<file path="config.mk">
export PLATFORM = sky130hd
export DESIGN_NAME = stopwatch_bcd
export DESIGN_NICKNAME = d
export VERILOG_FILES = /design/src/rtl/stopwatch_bcd_pkg.sv /design/src/rtl/bcd_digit_counter.sv /design/src/rtl/stopwatch_bcd.sv
export SDC_FILE = /design/constraint.sdc
export NUM_CORES = 1
export LEC_CHECK = 0
export ABC_AREA = 1
export CAP_MARGIN = 30
export CORE_ASPECT_RATIO = 1.4
export CORE_MARGIN = 1
export CORE_UTILIZATION = 31
export DETAILED_ROUTE_END_ITERATION = 7
export MAX_ROUTING_LAYER = met4
export PLACE_DENSITY = 0.53
export SLEW_MARGIN = 20
export SYNTH_ARGS = -nofsm -noshare
export SYNTH_HDL_FRONTEND = slang
export SYNTH_SLANG_ARGS = --single-unit
</file>
<file path="constraint.sdc">
create_clock -name Clock -period 2.35 [get_ports Clock]
set_input_delay 0.235 -clock Clock [delete_from_list [all_inputs] [get_ports Clock]]
set_output_delay 0.235 -clock Clock [all_outputs]
set_load 0.005 [all_outputs]
</file>
<file path="src/rtl/stopwatch_bcd_pkg.sv">
// ============================================================================
// Module   : stopwatch_bcd_pkg
// Brief    : Shared types and constants for the MM:SS.t BCD stopwatch.
// Revision : 1.0
// ============================================================================
`default_nettype none

package stopwatch_bcd_pkg;

    localparam int                  DIGIT_W        = 4;
    localparam logic [DIGIT_W-1:0]  DEC_LIMIT      = 4'd9;
    localparam logic [DIGIT_W-1:0]  SEC_TENS_LIMIT = 4'd5;

    typedef enum logic [1:0] {
        ST_IDLE   = 2'd0,
        ST_RUN    = 2'd1,
        ST_LAP    = 2'd2,
        ST_PAUSED = 2'd3
    } sw_state_t;

    typedef struct packed {
        logic [DIGIT_W-1:0] min_tens;
        logic [DIGIT_W-1:0] min_ones;
        logic [DIGIT_W-1:0] sec_tens;
        logic [DIGIT_W-1:0] sec_ones;
        logic [DIGIT_W-1:0] tenths;
    } bcd_time_t;

endpackage

`default_nettype wire

</file>
<file path="src/rtl/bcd_digit_counter.sv">
// ============================================================================
// Module   : bcd_digit_counter
// Brief    : One BCD digit that wraps at LIMIT and emits a same-cycle carry.
// Revision : 1.0
// ============================================================================
`default_nettype none

module bcd_digit_counter
    import stopwatch_bcd_pkg::*;
#(
    parameter logic [DIGIT_W-1:0] LIMIT = DEC_LIMIT
) (
    input  logic               Clock,
    input  logic               Resetn,
    input  logic               Clr,
    input  logic               Inc,
    output logic [DIGIT_W-1:0] Digit,
    output logic               CarryOut
);

    logic [DIGIT_W-1:0] r_digit;

    always_ff @(posedge Clock or negedge Resetn) begin
        if (!Resetn) begin
            r_digit <= '0;
        end else if (Clr) begin
            r_digit <= '0;
        end else if (Inc) begin
            r_digit <= (r_digit == LIMIT) ? '0 : r_digit + 4'd1;
        end
    end

    // Combinational so a whole run of wrapping digits advances on one edge.
    assign CarryOut = Inc && (r_digit == LIMIT);
    assign Digit    = r_digit;

endmodule

`default_nettype wire

</file>
<file path="src/rtl/stopwatch_bcd.sv">
// ============================================================================
// Module   : stopwatch_bcd
// Brief    : MM:SS.t stopwatch with run/pause, lap freeze, clear and sticky
//            full-scale overflow, counting 10 Hz ticks.
// Revision : 1.0
// ============================================================================
`default_nettype none

module stopwatch_bcd
    import stopwatch_bcd_pkg::*;
#(
    parameter int MAX_MIN_TENS = 5
) (
    input  logic               Clock,
    input  logic               Resetn,
    input  logic               Tick,
    input  logic               StartStop,
    input  logic               Lap,
    input  logic               Clear,
    output logic [DIGIT_W-1:0] Tenths,
    output logic [DIGIT_W-1:0] SecOnes,
    output logic [DIGIT_W-1:0] SecTens,
    output logic [DIGIT_W-1:0] MinOnes,
    output logic [DIGIT_W-1:0] MinTens,
    output logic               Running,
    output logic               Frozen,
    output logic               Overflow
);

    localparam logic [DIGIT_W-1:0] MIN_TENS_LIMIT = 4'(MAX_MIN_TENS);

    sw_state_t  r_state;
    bcd_time_t  r_snap;
    logic       r_ovf;
    logic       r_running;
    logic       r_frozen;

    bcd_time_t  w_live;
    bcd_time_t  w_disp;
    logic [4:0] w_carry;
    logic       w_counting;
    logic       w_count_tick;
    logic       w_full;
    logic       w_inc;
    logic       w_ovf_hit;
    logic       w_unused_carry;

    // Counting is judged on the state held before the edge; Clear drops the tick.
    assign w_counting   = (r_state == ST_RUN) || (r_state == ST_LAP);
    assign w_count_tick = Tick && w_counting && !Clear;

    assign w_full = (w_live.min_tens == MIN_TENS_LIMIT) &&
                    (w_live.min_ones == DEC_LIMIT)      &&
                    (w_live.sec_tens == SEC_TENS_LIMIT) &&
                    (w_live.sec_ones == DEC_LIMIT)      &&
                    (w_live.tenths   == DEC_LIMIT);

    assign w_inc          = w_count_tick && !w_full;
    assign w_ovf_hit      = w_count_tick && w_full;
    assign w_unused_carry = w_carry[4];

    bcd_digit_counter #(.LIMIT(DEC_LIMIT)) u_tenths (
        .Clock    (Clock),
        .Resetn   (Resetn),
        .Clr      (Clear),
        .Inc      (w_inc),
        .Digit    (w_live.tenths),
        .CarryOut (w_carry[0])
    );

    bcd_digit_counter #(.LIMIT(DEC_LIMIT)) u_sec_ones (
        .Clock    (Clock),
        .Resetn   (Resetn),
        .Clr      (Clear),
        .Inc      (w_carry[0]),
        .Digit    (w_live.sec_ones),
        .CarryOut (w_carry[1])
    );

    bcd_digit_counter #(.LIMIT(SEC_TENS_LIMIT)) u_sec_tens (
        .Clock    (Clock),
        .Resetn   (Resetn),
        .Clr      (Clear),
        .Inc      (w_carry[1]),
        .Digit    (w_live.sec_tens),
        .CarryOut (w_carry[2])
    );

    bcd_digit_counter #(.LIMIT(DEC_LIMIT)) u_min_ones (
        .Clock    (Clock),
        .Resetn   (Resetn),
        .Clr      (Clear),
        .Inc      (w_carry[2]),
        .Digit    (w_live.min_ones),
        .CarryOut (w_carry[3])
    );

    // Full-scale gating keeps this carry low; it is never consumed.
    bcd_digit_counter #(.LIMIT(MIN_TENS_LIMIT)) u_min_tens (
        .Clock    (Clock),
        .Resetn   (Resetn),
        .Clr      (Clear),
        .Inc      (w_carry[3]),
        .Digit    (w_live.min_tens),
        .CarryOut (w_carry[4])
    );

    always_ff @(posedge Clock or negedge Resetn) begin
        if (!Resetn) begin
            r_state   <= ST_IDLE;
            r_snap    <= '0;
            r_ovf     <= 1'b0;
            r_running <= 1'b0;
            r_frozen  <= 1'b0;
        end else if (Clear) begin
            r_state   <= ST_IDLE;
            r_snap    <= '0;
            r_ovf     <= 1'b0;
            r_running <= 1'b0;
            r_frozen  <= 1'b0;
        end else if (w_ovf_hit) begin
            r_state   <= ST_PAUSED;
            r_ovf     <= 1'b1;
            r_running <= 1'b0;
            r_frozen  <= 1'b0;
        end else if (StartStop) begin
            case (r_state)
                ST_IDLE: begin
                    r_state   <= ST_RUN;
                    r_running <= 1'b1;
                end
                ST_RUN, ST_LAP: begin
                    r_state   <= ST_PAUSED;
                    r_running <= 1'b0;
                    r_frozen  <= 1'b0;
                end
                ST_PAUSED: begin
                    if (!r_ovf) begin
                        r_state   <= ST_RUN;
                        r_running <= 1'b1;
                    end
                end
                default: begin
                    r_state <= ST_IDLE;
                end
            endcase
        end else if (Lap) begin
            case (r_state)
                ST_RUN: begin
                    r_state  <= ST_LAP;
                    r_frozen <= 1'b1;
                    r_snap   <= w_live;
                end
                ST_LAP: begin
                    r_state  <= ST_RUN;
                    r_frozen <= 1'b0;
                end
                default: begin
                    r_state <= r_state;
                end
            endcase
        end
    end

    assign w_disp   = (r_state == ST_LAP) ? r_snap : w_live;

    assign Tenths   = w_disp.tenths;
    assign SecOnes  = w_disp.sec_ones;
    assign SecTens  = w_disp.sec_tens;
    assign MinOnes  = w_disp.min_ones;
    assign MinTens  = w_disp.min_tens;
    assign Running  = r_running;
    assign Frozen   = r_frozen;
    assign Overflow = r_ovf;

endmodule

`default_nettype wire

</file>
# Word level (Yosys, flattened, before mapping)
# Index checks and enable logic that the tools add are counted.
# op_classes
addsub	5
n_eq_ne	13
n_mux	41
n_reduce_logical	32
# op_table
operator	count
$mux W20	6
$mux W4	15
$add A4 B1 Y4 const B	5
$reduce_bool A2 Y1	8
$eq A4 B4 Y1 const B	3
$logic_and A1 B1 Y1	12
$mux W1	11
$mux W2	5
$eq A4 B3 Y1 const B	2
$pmux W2 S3	1
$reduce_and A3 Y1	2
$ne A5 B5 Y1 const B	1
$reduce_bool A5 Y1	1
$eq A2 B2 Y1 const B	2
$ne A4 B1 Y1 const B	1
$ne A4 B4 Y1 const B	1
$pmux W2 S2	1
$reduce_and A4 Y1	1
$reduce_bool A4 Y1	1
$pmux W1 S3	1
$reduce_bool A3 Y1	1
$eq A2 B1 Y1 const B	1
$logic_not A1 Y1	2
$logic_not A2 Y1	1
other kinds (6)	6
# totals
register_bits	45
in_bits	6
word_cells	105

# Longest topological paths before layout
# logic_depth
ltp_word	13
mapped_depth	13
mapped_depth_nobuf	13

# Modules after synthesis
# A second synthesis with hierarchy kept.
# hier_totals
cells_unflattened	409
hier_area_um2	2909.0
# modules_own_cells
module	n_inst	cells_each	area_per_inst_um2
stopwatch_bcd	1	209	1587.8
bcd_digit_counter (u_min_ones ...)	3	40	265.3
bcd_digit_counter (u_min_tens ...)	2	40	262.8

# Worst setup path after synthesis
# No wires, ideal clock.
# synth_path
path_type	register to register
from	register r_state[0]
to	register u_min_tens.r_digit[0], in the netlist u_min_tens.Digit[0]
setup_ns	0.125
t_arrival_ns	1.609
path_slack_ns	0.616
path_stages_with_launch	11
period_less_slack_ns	1.734
cell_sequence	dfrtp_1 -> inv_1 -> ha_1 -> inv_1 -> nand2_1 -> nor2_2 -> nand4_2 -> nand2_2 -> nand2_1 -> nand2_1 -> o21ai_1
# synth_via
elab_chain_len	10
# synth_lines
element	line_no	text
start, declared	stopwatch_bcd.sv:32	sw_state_t r_state;
start signal, assigned	stopwatch_bcd.sv:159	r_state <= r_state;
$eq A2 B1 Y1 / $eq A2 B2 Y1 (equally long branches)	stopwatch_bcd.sv:49	assign w_counting = (r_state == ST_RUN) || (r_state == ST_LAP);
$logic_or A1 B1 Y1 (*)	stopwatch_bcd.sv:49	
$logic_and A1 B1 Y1 (*) (2 in a row)	stopwatch_bcd.sv:50	assign w_count_tick = Tick && w_counting && !Clear;
$logic_and A1 B1 Y1 (*)	stopwatch_bcd.sv:58	assign w_inc = w_count_tick && !w_full;
$logic_and A1 B1 Y1 (*) (4 in a row)	bcd_digit_counter.sv:34	assign CarryOut = Inc && (r_digit == LIMIT);
$reduce_bool A2 Y1 (no source line) (*)	-	
end signal, assigned	bcd_digit_counter.sv:29	r_digit <= (r_digit == LIMIT) ? '0 : r_digit + 4'd1;
end, declared	bcd_digit_counter.sv:21	logic [DIGIT_W-1:0] r_digit;
# Mark *: on every way between the ends. The rest lies on a longest branch, timed or not.
# A chain may end at the register's enable or synchronous reset.

# Worst setup path in the final report
# layout_path
from	register r_state[0]
to	output SecTens[2]
# layout_via
elab_chain_len	2
# layout_lines
element	line_no	text
$eq A2 B2 Y1	stopwatch_bcd.sv:165	assign w_disp = (r_state == ST_LAP) ? r_snap : w_live;
$mux W20	stopwatch_bcd.sv:165	
end, declared	stopwatch_bcd.sv:22	output logic [DIGIT_W-1:0] SecTens,
# Every way passes these cells.

==> results.tsv <==
metric	value	unit
total routed wirelength	5.45	mm
GRT Util Overall	14.7	%
First-pass DRT Iterations	4	
Crit Path Max Fanout	40	
post-CTS resize count	0	
worst min-delay path class	input pin to async pin	
Syn-to-layout area delta	20.3	%
fin cells	432	
CP delay by family, top	buffers and inverters	
clock share of power	30.6	%
hold buffer count at cts	0	
Worst Path Arrival	1.95	ns
Ant. Diodes	0	
Synth top cells by count	nand2_1 (77), dfrtp_1 (45), inv_1 (26), o21ai_1 (26), o21ai_0 (25)	
logic gate share of total power	18.8	%
Ys Warns	0	
# port buffers	28	
die area	8330	um2
CTS H-Tree Depth	2	
Lkg Pwr	0.00128	uW
placed cell count	424	
DR vias/cell	4.76	
number of synthesized flops with an enable pin	0	
final hold slack	0.00334	ns
vias in the first global route	1960	
largest net degree at the start of global routing	46	
slowest cell on the critical path	clkdlybuf4s50_1	
Reg2Reg Setup Slack	0.37	ns
actual slew at the worst max-slew pin	0.583	ns
# IOs	29	
Max-cap violations	0	
RSZ-0062 raised after global routing	false	
max-slew violations	0	
FMAX	0.459	GHz
initial core utilization	31.8	%
Critical Path Source Type	register	
FFs w/ async S/R, synth	100	%
ranking of synthesized cells by area	dfrtp_1 (46%), nand2_1 (12%), ha_1 (6.6%)	
per-cell routed wire length	12.6	um
Synth area leader	dfrtp_1	
width of the die	77.4	um
CTS max path bufs	2	
Worst VDD drop	0.000243	V
Residual DRC	0	
CP Buf/Inv Count	3	
Reg clk slew, reported paths	0.09	ns
1st-iter DRT viols	148	
global-route wire length before repair	9.40	mm
GRT overflow	0	
Yosys reg bits	45	
Sw Ratio	29.4	%
sequential area share after synthesis	45.6	%
critical setup path kind	register to output pin	
TritonCTS clock tree	yes	
wl on met1	2.32	mm
syn avg cell area	8.22	um2
Post CTS Setup Buffer Count	0	
antenna violations before repair	0	
Clock Latency Late Sink	0.30	ns
most common cell in the netlist	nand2_1	
GP Congestion	0.872	
P_int	1180	uW
clock skew	0.0121	ns
max incr delay on CP	0.54	ns
Clock Sinks	45	
slew margin rel.	61.1	%
post-synth top area share	45.6	%
final hold viol count	0	
CP Cell Sequence	inv_1 > ha_1 > buf_12 > o21ai_0 > clkdlybuf4s50_1	
met2 routed WL	2.91	mm
Root Buffer	clkbuf_8	
CTS buffer count	5	
Die Height	108	um
Net Sw Power	494	uW
worst path required time	2.12	ns
hpwl dp	3.93	mm
Pwr Density	565	nW/um2
Setup Viol. Count Final	0	
area of the core	7750	um2
WL met3	143	um
share of cells above drive strength 1	9.64	%
FP Rows	38	
Final period util	92.8	%
setup TNS	0	ns
crit path capture type	output pin	
synth unique cells	26	
highest metal used	met4	
fill count	824	
status	completed	
sequential share of power	50.6	%
fin crit period	2.18	ns
post-synth net total	319	
fin nets	350	
Syn Inst Count	300	
DRT antenna net count	0	
mapped cell area	2470	um2
Design Power	1680	uW
Vias	2057	
Post-synth top flop	dfrtp_1	
[sequential cells by signal, indices dropped and copies added (netlist names)]
register	count
Overflow	1
u_sec_tens.Digit	4
u_sec_ones.Digit	4
r_state	2
Running	1
Frozen	1
u_min_ones.Digit	4
r_snap	20
u_min_tens.Digit	4
u_tenths.Digit	4
[power by group through the flow]
stage / sequential [uW] / combinational (uW) / clock (uW)
after floorplan: 857 / 179 / 0
after global placement: 863 / 318 / 0
after detailed placement: 864 / 321 / 0
after CTS: 849 / 322 / 538
after global routing: 857 / 356 / 564
final: 849 / 315 / 514
[area by class of cell]
class | instances | area, um2 | area share, %
Sequential cell | 45 | 1130 | 37.9
Inverter | 30 | 113 | 3.79
Tap cell | 100 | 125 | 4.22
Clock inverter | 2 | 16.3 | 0.548
Timing Repair Buffer | 33 | 325 | 11.0
Multi-Input combinational cell | 216 | 1180 | 39.8
Clock buffer | 6 | 82.6 | 2.78
[final timing paths]
kind / from / endpoint / cells after the start
setup / recovery: r_state[0] / SecTens[2] / 5
hold / removal: Resetn / u_tenths.Digit[1] / 2
setup reg to reg: r_state[0] / u_min_tens.Digit[2] / 10
hold reg to reg: Frozen / Frozen / 2
max in group asynchronous: Resetn / u_min_ones.Digit[0] / 2
min in group Clock: Frozen / Frozen / 2
[layout by cell type (no fill, tap or decap), types with 6 or more instances in the layout]
master           count
a21oi_1              6
clkbuf_8             6
clkdlybuf4s50_1     27
dfrtp_1             45
ha_1                13
inv_1               26
nand2_1             77
nand3_1             16
nand4_1              9
nor2_1              12
o21ai_0             25
o21ai_1             26
[kinds of logic after synthesis]
family          Yosys count  share of synthesized area (%)
simple gates            133                           25.6
buf+inv                  39                           6.54
flops                    45                           45.6
fa+ha+maj                13                           6.59
compound gates           64                           13.5
xor+xnor                  6                           2.13
[layer usage]
metal / vias up / GRT usage [%]
li1: 1055 / -
met1: 959 / 17.1
met2: 37 / 25.6
met3: 6 / 2.12
met4: 0 / 5.66
met5: - / -
[worst reg2reg max path, delay by kind of cell (launching register included)]
| family | cells | cell delay, ns |
|---|---|---|
| AND/OR/NAND/NOR | 6 | 0.97 |
| buffers and inverters | 2 | 0.14 |
| flip-flops | 1 | 0.39 |
| adder cells (fa/ha/maj) | 1 | 0.33 |
| AO/OA/AOI/OAI | 1 | 0.06 |
[per-stage QoR]
stage | area (um2) | setup slack, ns | util, %
after CTS | 2970 | 0.137 | 38.3
after global placement | 2870 | 0.386 | 37.0
after detailed placement | 2870 | 0.355 | 37.0
after floorplan | 2470 | 0.616 | -
after global routing | 2970 | 0.0428 | 38.3
final | 2970 | 0.170 | 38.3
Note: power is estimated with default switching activity, not from simulation.
